### config.mk
export PLATFORM = sky130hd
export DESIGN_NAME = flag_cond_unit
export DESIGN_NICKNAME = d
export VERILOG_FILES = /design/src/rtl/flag_cond_unit.sv
export SDC_FILE = /design/constraint.sdc
export NUM_CORES = 1
export LEC_CHECK = 0
export CORE_MARGIN = 2
export CORE_UTILIZATION = 40
export DETAILED_ROUTE_END_ITERATION = 16
export PLACE_DENSITY = 0.81
export REMOVE_ABC_BUFFERS = 1
export SETUP_SLACK_MARGIN = 0.1
export SLEW_MARGIN = 40
export SYNTH_ARGS = -nofsm -noshare
export SYNTH_HDL_FRONTEND = slang
export SYNTH_SLANG_ARGS = --single-unit
export TNS_END_PERCENT = 100
### constraint.sdc
create_clock -name clk -period 3.5 [get_ports clk]
set_input_delay 0.7 -clock clk [delete_from_list [all_inputs] [get_ports clk]]
set_output_delay 0.7 -clock clk [all_outputs]
set_load 0.005 [all_outputs]
### src/rtl/flag_cond_unit.sv
// NZVC flag register and decode-stage branch resolver for the pipelined CPU.
// B.cond waits one cycle when the flag-setting instruction is still in EX.
module flag_cond_unit #(
  parameter int unsigned CNT_WIDTH = 32
) (
  input  logic                 clk,
  input  logic                 reset,
  input  logic                 alu_negative,
  input  logic                 alu_zero,
  input  logic                 alu_overflow,
  input  logic                 alu_carry_out,
  input  logic                 set_flags_ex,
  input  logic                 br_valid,
  input  logic [1:0]           br_type,
  input  logic [3:0]           br_cond,
  input  logic [63:0]          br_reg_data,
  output logic                 br_stall,
  output logic                 br_resolved,
  output logic                 br_taken,
  output logic [3:0]           flags_q,
  output logic [CNT_WIDTH-1:0] br_count,
  output logic [CNT_WIDTH-1:0] taken_count
);

  typedef enum logic {IDLE, HOLD} state_t;

  localparam logic [CNT_WIDTH-1:0] CNT_ONE = 1;

  state_t state, state_next;
  logic   flag_n, flag_z, flag_v, flag_c;
  logic   cond_true;
  logic   eval_taken;

  assign {flag_n, flag_z, flag_v, flag_c} = flags_q;

  always_comb begin
    cond_true = 1'b0;
    case (br_cond)
      4'b0000: cond_true = flag_z;
      4'b0001: cond_true = ~flag_z;
      4'b0010: cond_true = flag_c;
      4'b0011: cond_true = ~flag_c;
      4'b0100: cond_true = flag_n;
      4'b0101: cond_true = ~flag_n;
      4'b0110: cond_true = flag_v;
      4'b0111: cond_true = ~flag_v;
      4'b1000: cond_true = flag_c & ~flag_z;
      4'b1001: cond_true = ~(flag_c & ~flag_z);
      4'b1010: cond_true = (flag_n == flag_v);
      4'b1011: cond_true = (flag_n != flag_v);
      4'b1100: cond_true = ~flag_z & (flag_n == flag_v);
      4'b1101: cond_true = ~(~flag_z & (flag_n == flag_v));
      default: cond_true = 1'b1;
    endcase
  end

  always_comb begin
    eval_taken = 1'b0;
    case (br_type)
      2'b00:   eval_taken = cond_true;
      2'b01:   eval_taken = (br_reg_data == '0);
      2'b10:   eval_taken = (br_reg_data != '0);
      default: eval_taken = 1'b1;
    endcase
  end

  always_comb begin
    br_stall    = 1'b0;
    br_resolved = 1'b0;
    br_taken    = 1'b0;
    state_next  = state;
    if (!reset) begin
      state_next = IDLE;
    end else begin
      case (state)
        IDLE: begin
          if (br_valid) begin
            if (br_type == 2'b00 && set_flags_ex) begin
              br_stall   = 1'b1;
              state_next = HOLD;
            end else begin
              br_resolved = 1'b1;
              br_taken    = eval_taken;
            end
          end
        end
        HOLD: begin
          // Flush drops the held branch; another flag write extends the wait.
          if (!br_valid) begin
            state_next = IDLE;
          end else if (set_flags_ex) begin
            br_stall = 1'b1;
          end else begin
            br_resolved = 1'b1;
            br_taken    = eval_taken;
            state_next  = IDLE;
          end
        end
        default: state_next = IDLE;
      endcase
    end
  end

  always_ff @(posedge clk) begin
    if (!reset) begin
      state <= IDLE;
    end else begin
      state <= state_next;
    end
  end

  always_ff @(posedge clk) begin
    if (!reset) begin
      flags_q <= '0;
    end else if (set_flags_ex) begin
      flags_q <= {alu_negative, alu_zero, alu_overflow, alu_carry_out};
    end
  end

  always_ff @(posedge clk) begin
    if (!reset) begin
      br_count    <= '0;
      taken_count <= '0;
    end else if (br_resolved) begin
      if (br_count != '1) begin
        br_count <= br_count + CNT_ONE;
      end
      if (br_taken && taken_count != '1) begin
        taken_count <= taken_count + CNT_ONE;
      end
    end
  end

endmodule

* Yosys cells after proc, flatten, opt, wreduce, memory -nomap -nowiden
Cells that the tools add are included.
** Storage, ports and cells
- Output and inout bits :: 71
- Input bits :: 78
- Register bits :: 69
** Operators by class
- Equality and inequality tests :: 19
- Add/sub/neg operators :: 2
- Bitwise operators :: 9
- Muxes and demuxes :: 20
- Reduce and logical (&&, ||, !) cells :: 8
** Operator list (number)
- $add 32x1->32 const B :: 2
- $logic_not 64->1 :: 1
- $ne 32x32->1 const B :: 2
- $reduce_bool 64->1 :: 1
- $eq 4x4->1 const B :: 6
- $eq 4x3->1 const B :: 4
- $mux 1 :: 15
- $pmux 1 s14 :: 1
- $eq 4x2->1 const B :: 2
- $not 1->1 :: 7
- $pmux 1 s2 :: 3
- $eq 4x1->1 const B :: 1
- $logic_not 4->1 :: 1
- $reduce_and 2->1 :: 2
- $pmux 1 s3 :: 1
- $and 1x1->1 :: 2
- $eq 2x1->1 const B :: 1
- $eq 2x2->1 const B :: 1
- $logic_and 1x1->1 :: 2
- $logic_not 2->1 :: 1
- $eq 1x1->1 :: 1
- $ne 1x1->1 :: 1

* Logic depth before layout (Yosys ltp)
Gate-level depths: netlist of run 1.
- Depth in word-level cells :: 11
- Depth in mapped cells :: 9
- Mapped depth without buffers :: 8

* Worst setup path before layout of run 1
Ideal clock, no wire load.
- Path type :: in2out
- Start :: input br_reg_data[0]
- End :: output br_taken
- Stages :: 6
- Arrival :: 2426 ps
- Data required time :: 2800 ps
- Path buffers :: 1
- Slack :: 374 ps
- Path through :: nor4_1 > nand4_1 > nor4_2 > mux2i_2 > buf_2 > nor3_1
** Between the ends
- Word-level cells in the longest chain between the ends :: 6
** RTL lines
- from (decl) :: line 16 : input logic [63:0] br_reg_data,
- $reduce_bool 64->1 or $logic_not 64->1 (tied branches) :: line 62, 61
- $pmux 1 s3 (*) :: line 59 : case (br_type)
- $mux 1 (on tied branches) :: line 91, 78
- $mux 1 (on tied branches) :: line 89, 77
- $pmux 1 s2 (*) :: line 75 : case (state)
- $mux 1 (*) :: line 72 : if (!reset) begin
- to (decl) :: line 19 : output logic br_taken,
Mark *: on every way between the ends. The rest lies on a longest branch, timed or not.

* Worst setup path in the final report of run 1
- Start :: input br_cond[2]
- End :: output br_taken
** Between the ends
- Word-level cells in the longest chain between the ends :: 7
** RTL lines
- from (decl) :: line 15 : input logic [3:0] br_cond,
- $eq 4x4->1 (tied with other cells) :: line 38 : case (br_cond)
- $pmux 1 s14 (*) :: line 38
- $pmux 1 s3 (*) :: line 59
- $mux 1 (on tied branches) :: line 91, 78
- $mux 1 (on tied branches) :: line 89, 77
- $pmux 1 s2 (*) :: line 75
- $mux 1 (*) :: line 72
Marked as above.

==> results.json, run 1 <==
{
  "outcome": "completed",
  "drt-total-wl_microns": 10700,
  "relSlewSlack_pct": 46.5,
  "grt_pass1_vias": 3709,
  "clk_pin_slew_ps": 80,
  "setup_slack_ps": 225,
  "slew_violations": 0,
  "cts_tree": "built",
  "peakVddDrop_uv": 206,
  "clkLatencyLatePin_ps": 350,
  "drt_first_pass_iters": 4,
  "yosysTopAreaCell": "dfxtp_1",
  "fin_crit_sh_pct": 93.6,
  "synth_cell_type_count": 54,
  "antenna_left": 0,
  "first_iter_violations": 178,
  "grt_pass1_wl_microns": 17200,
  "grt_max_degree": 30,
  "p_leak_uw": 0.00200,
  "start_util_pct": 40.8,
  "critical_path.max_fanout": 2,
  "postPlaceCellArea_sq_um": 5350,
  "drv_cap": 0,
  "via_count": 3796,
  "synth_ff_type": "dfxtp_1",
  "netlist.area_leader.share_pct": 37.1,
  "fin_crit_ps": 3270,
  "synth_warnings": 0,
  "diodes": 0,
  "fin_area_sq_um": 5600,
  "wire_per_inst_microns": 15.1,
  "numCtsBuffers": 9,
  "nets": 671,
  "synth_area_sq_um": 3720,
  "tightestPinTransition_ps": 801,
  "worstPathArrival_ps": 2570,
  "dieArea_sq_um": 10100,
  "drive_gt1_share_pct": 6.88,
  "clock_path_buffers": 2,
  "yosysSeqAreaShare_pct": 37.1,
  "hpwl_microns": 8110,
  "vias_per_cell": 5.37,
  "clock_sinks": 69,
  "finalPower_uw": 1810,
  "slowest_delay_ps": 460,
  "synth-edff-count": 0,
  "nFillCells": 785,
  "cp.required_ps": 2800,
  "slowest_stage": "clkdlybuf4s50_1",
  "yosysMostFrequentCell": "dfxtp_1",
  "syn_inst": 438,
  "grt-ovfl-total": 0,
  "antenna_found_initial": 0,
  "htree_levels": 3,
  "ys_ff_latch": 69,
  "port_buffers": 148,
  "die-height_microns": 100,
  "synthTopCellsByArea": "dfxtp_1 37%, mux2i_1 5.1%, nor2_1 4.6%",
  "fin_worst_skew_ps": 16.2,
  "cp_cell_sequence": "clkdlybuf4s50_1 > or3b_1 > a2111o_1 > o311ai_2 > nor2_2 > nor3_1 > dlygate4sd2_1",
  "rsz0062_at_grt": "no",
  "grt_use_total_pct": 21.2,
  "core_sq_um": 9110,
  "holdBufCountCts": 0,
  "syn2layout_area_growth_pct": 50.6,
  "crit_path_end_kind": "output pin",
  "die_w_microns": 100,
  "io_pins": 149,
  "finalHoldViolations": 0,
  "cp_top_family": "buffers and inverters",
  "drc": 0,
  "path_class": "input pin to output pin",
  "synth_commonest_cells": "69 x dfxtp_1, 46 x nor2_1, 35 x nand2_1",
  "power_density_nw_per_um2": 322,
  "num_rows": 35,
  "async_reset_ff_share_pct": 0,
  "cts-root-buf": "clkbuf_8",
  "cp-start-kind": "input pin",
  "place.gp.congestion": 0.882,
  "min_path_type": "flop to flop",
  "syn_area_per_cell_sq_um": 8.49,
  "fmax_ghz": 0.305,
  "setup_viol": 0,
  "hold_ws_ps": 497,
  "place_ws_ps": -69.6,
  "path_buf_inv": 2
}
## flip-flops by register name (all words and copies together), names as in the netlist
register     count
br_count        32
taken_count     32
flags_q          4
state            1
## tightest hold or removal path, stage by stage, from the launching register on
cell	delay, ps
dfxtp_1	330
nand2_1	50
o21ai_0	60
## kinds of logic after synthesis
kind of cell | after synthesis | synth area share, %
and+or+nand+nor | 235 | 36.4
DFF | 69 | 37.1
AOI/OAI and AO/OA | 46 | 8.44
xor gates and xnor gates | 37 | 8.71
buffers and inverters | 29 | 3.20
muxes | 20 | 5.48
adders and majority gates | 2 | 0.673
## per-stage QoR
stage | util [%] | TNS (ps) | std cells
2_1_floorplan | - | 0 | 421
3_3_place_gp | 58.7 | -44.4 | 691
3_5_place_dp | 58.7 | -69.6 | 691
4_1_cts | 61.4 | 0 | 707
5_1_grt | 61.5 | 0 | 707
6_report | 61.5 | 0 | 707
## layer usage
layer  global-route usage [%]  share of wire [%]
met5                        0                  0
met4                     9.17                2.6
met3                     4.67                4.4
met2                     34.7                 48
met1                     27.0                 45
## path summary, 6_finish.rpt
path,start,end,slack [ps],depth (start not counted)
worst min-delay path,taken_count[23],taken_count[23],500,2
worst min register to register,taken_count[23],taken_count[23],500,2
worst max register to register,flags_q[2],taken_count[26],1030,8
worst max-delay path,br_cond[2],br_taken,230,7
## cell type report
class,count,area (sq um),share of cell area (%)
Clock buffer,11,141,2.52
Clock inverter,5,106,1.90
Inverter,12,45.0,0.804
Tap cell,111,139,2.48
Timing Repair Buffer,159,1560,27.9
Multi-Input combinational cell,340,2230,39.7
Sequential cell,69,1380,24.7
## report_power, final
part	internal, uW	leakage, uW	switching [uW]
clock network	496	0.000120	316
logic	119	0.00132	77.4
registers	790	0.000557	7.71
## layout by cell type (no fill, tap or decap), types with 2 or more instances in the layout
master and n:
nor4_1 21, and3_1 19, and4_1 12, dfxtp_1 69, o21ai_0 9, mux2i_1 19
clkinv_1 2, nand4_1 25, or3_1 5, a21bo_1 2, inv_1 10, a31oi_1 2
a21o_1 4, xor2_1 19, o21ai_1 4, nand3_1 24, nand2_1 35, ha_1 2
nand2b_1 12, nor4_2 3, nand3b_1 5, xnor2_1 18, clkdlybuf4s50_1 147, and3b_1 2
bufinv_16 3, buf_4 11, and2_1 3, nor3_2 3, clkbuf_8 10, nor2_1 46
a21oi_1 13, nor3_1 6, nor3b_1 5
## what timing repair did
| item | 4_1_cts | 5_1_grt |
|---|---|---|
| gates resized for setup | 1 | 1 |
| buffers inserted | 0 | 0 |
| setup endpoints to repair | 1 | 1 |
| hold endpoints to repair | 0 | 0 |
| cloned | 0 | 0 |
Power figures use the tool's default switching activity.
==> run 2, diff against run 1 <==
CORE_MARGIN = 5   (was 2)
==> run 2 against run 1 <==
Net effect: die area rose by 12%; clock skew grew 2.1 ps; cell area rose by 0.16%; sequential share of layout area barely moved; via count up 1.7%; non-clock buffer count fell by 1; flip-flop and latch count unchanged; fmax decreased by 0.77%; critical path depth is the same; largest power group is now sequential cells; highest routed layer unchanged.
==> results.json, run 2 (synthesis results as in run 1) <==
{
  "hold_path_depth": 2,
  "switchingPower_uw": 412,
  "place_ws_ps": -111,
  "crit_path_end_kind": "output pin",
  "drc": 0,
  "finalHoldViolations": 0,
  "pwr-share-seq_pct": 46.2,
  "grt-ovfl-total": 0,
  "numCtsBuffers": 9,
  "p_int_uw": 1310,
  "worstPathArrival_ps": 2600,
  "p_leak_uw": 0.00199,
  "fin_worst_skew_ps": 18.3,
  "rsz0062_at_grt": "no",
  "finalPower_uw": 1730,
  "setup_slack_ps": 200,
  "reg_top3": "br_count: 32 flops, taken_count: 32 flops, flags_q: 4 flops",
  "antenna_left": 0,
  "io_pins": 149,
  "min_path_type": "flop to flop",
  "hpwl_microns": 8740,
  "core_sq_um": 9150,
  "relSlewSlack_pct": 67.4,
  "syn2layout_area_growth_pct": 50.8,
  "fmax_ghz": 0.303,
  "vias_per_cell": 5.47,
  "die-height_microns": 106,
  "clock_sinks": 69,
  "grt_pass1_wl_microns": 18800,
  "drt_first_pass_iters": 4,
  "dieArea_sq_um": 11300,
  "clock_path_buffers": 2,
  "reg2regPathDepth": 8,
  "switching_share_pct": 23.9,
  "critical_path.max_fanout": 2,
  "cp-start-kind": "input pin",
  "outcome": "completed",
  "antenna_found_initial": 0,
  "final_common_cell": "clkdlybuf4s50_1",
  "first_iter_violations": 163,
  "start_util_pct": 40.6,
  "grt_pass1_vias": 3848,
  "slew_violations": 0,
  "drt-total-wl_microns": 11400,
  "htree_levels": 3,
  "setup_viol": 0,
  "nets": 670,
  "cts_tree": "built",
  "diodes": 0,
  "finish.utilization_pct": 61.3,
  "drive_gt1_share_pct": 7.73,
  "fin_crit_ps": 3300,
  "p_comb_share_pct": 11.7,
  "grt_max_degree": 38,
  "drv_cap": 0,
  "port_buffers": 148,
  "via_count": 3859,
  "power_density_nw_per_um2": 308,
  "die_w_microns": 106,
  "final_cell_mix": "147 x clkdlybuf4s50_1, 69 x dfxtp_1, 46 x nor2_1, 35 x nand2_1, 25 x nand4_1",
  "grt_use_total_pct": 20.2,
  "cp.required_ps": 2800,
  "tightestPinTransition_ps": 487,
  "holdBufCountCts": 0,
  "cts-root-buf": "clkbuf_8",
  "clk_pin_slew_ps": 70,
  "peakVddDrop_uv": 214,
  "tns_ps": 0,
  "power_frac_clock_pct": 42.1,
  "num_rows": 35,
  "place.gp.congestion": 0.911,
  "wire_per_inst_microns": 16.2,
  "clkLatencyLatePin_ps": 340,
  "fin_crit_sh_pct": 94.3,
  "path_class": "input pin to output pin"
}
run 2: timing repair:
| item | 4_1_cts | 5_1_grt |
|---|---|---|
| resized for setup | 1 | 5 |
| setup endpoints to repair | 1 | 1 |
| pin swaps | 0 | 0 |
| setup buffers | 0 | 0 |
| endpoints found under the hold margin | 0 | 0 |
run 2: layout make-up:
class,instances,area (sq um)
fillers,787,3540
repair buffers,158,1570
multi-input cells,340,2260
flip-flops and latches,69,1380
clock inverters,7,97.6
clock buffers,9,124
well taps,111,139
inverters,12,45.0
run 2: routing by layer:
metal / up-vias / wire length [microns] / track usage [%]
met1: 1838 / 4890 / 25.0
met2: 108 / 5750 / 33.9
li1: 1895 / - / -
met5: - / 0 / 0
met4: 0 / 184 / 6.94
met3: 18 / 604 / 5.59
run 2: per-stage QoR:
stage	hold WS [ps]	instances	cell area (sq um)
after floorplan	468	421	3650
after detailed placement	479	690	5350
after global routing	530	706	5610
after CTS	493	706	5570
final	492	706	5610
after global placement	467	690	5350
run 2: path summary, 6_finish.rpt:
kind,start,to,slack (ps)
min,taken_count[31],taken_count[31],490
max reg2reg,flags_q[2],taken_count[26],1040
max,br_cond[2],br_taken,200
min reg2reg,taken_count[31],taken_count[31],490
run 2: critical path, cell delays in order:
cell and delay (ps):
clkdlybuf4s50_1 470, or3b_1 370, a2111o_1 440, o311ai_2 110, nor2_2 80, nor3_2 160, dlygate4sd2_1 270
run 2: power by group through the flow:
stage / clock, uW / sequential [uW] / combinational, uW
after floorplan: 0 / 815 / 57.2
after CTS: 745 / 797 / 199
after detailed placement: 0 / 816 / 199
after global placement: 0 / 815 / 194
after global routing: 776 / 799 / 217
final: 726 / 797 / 203
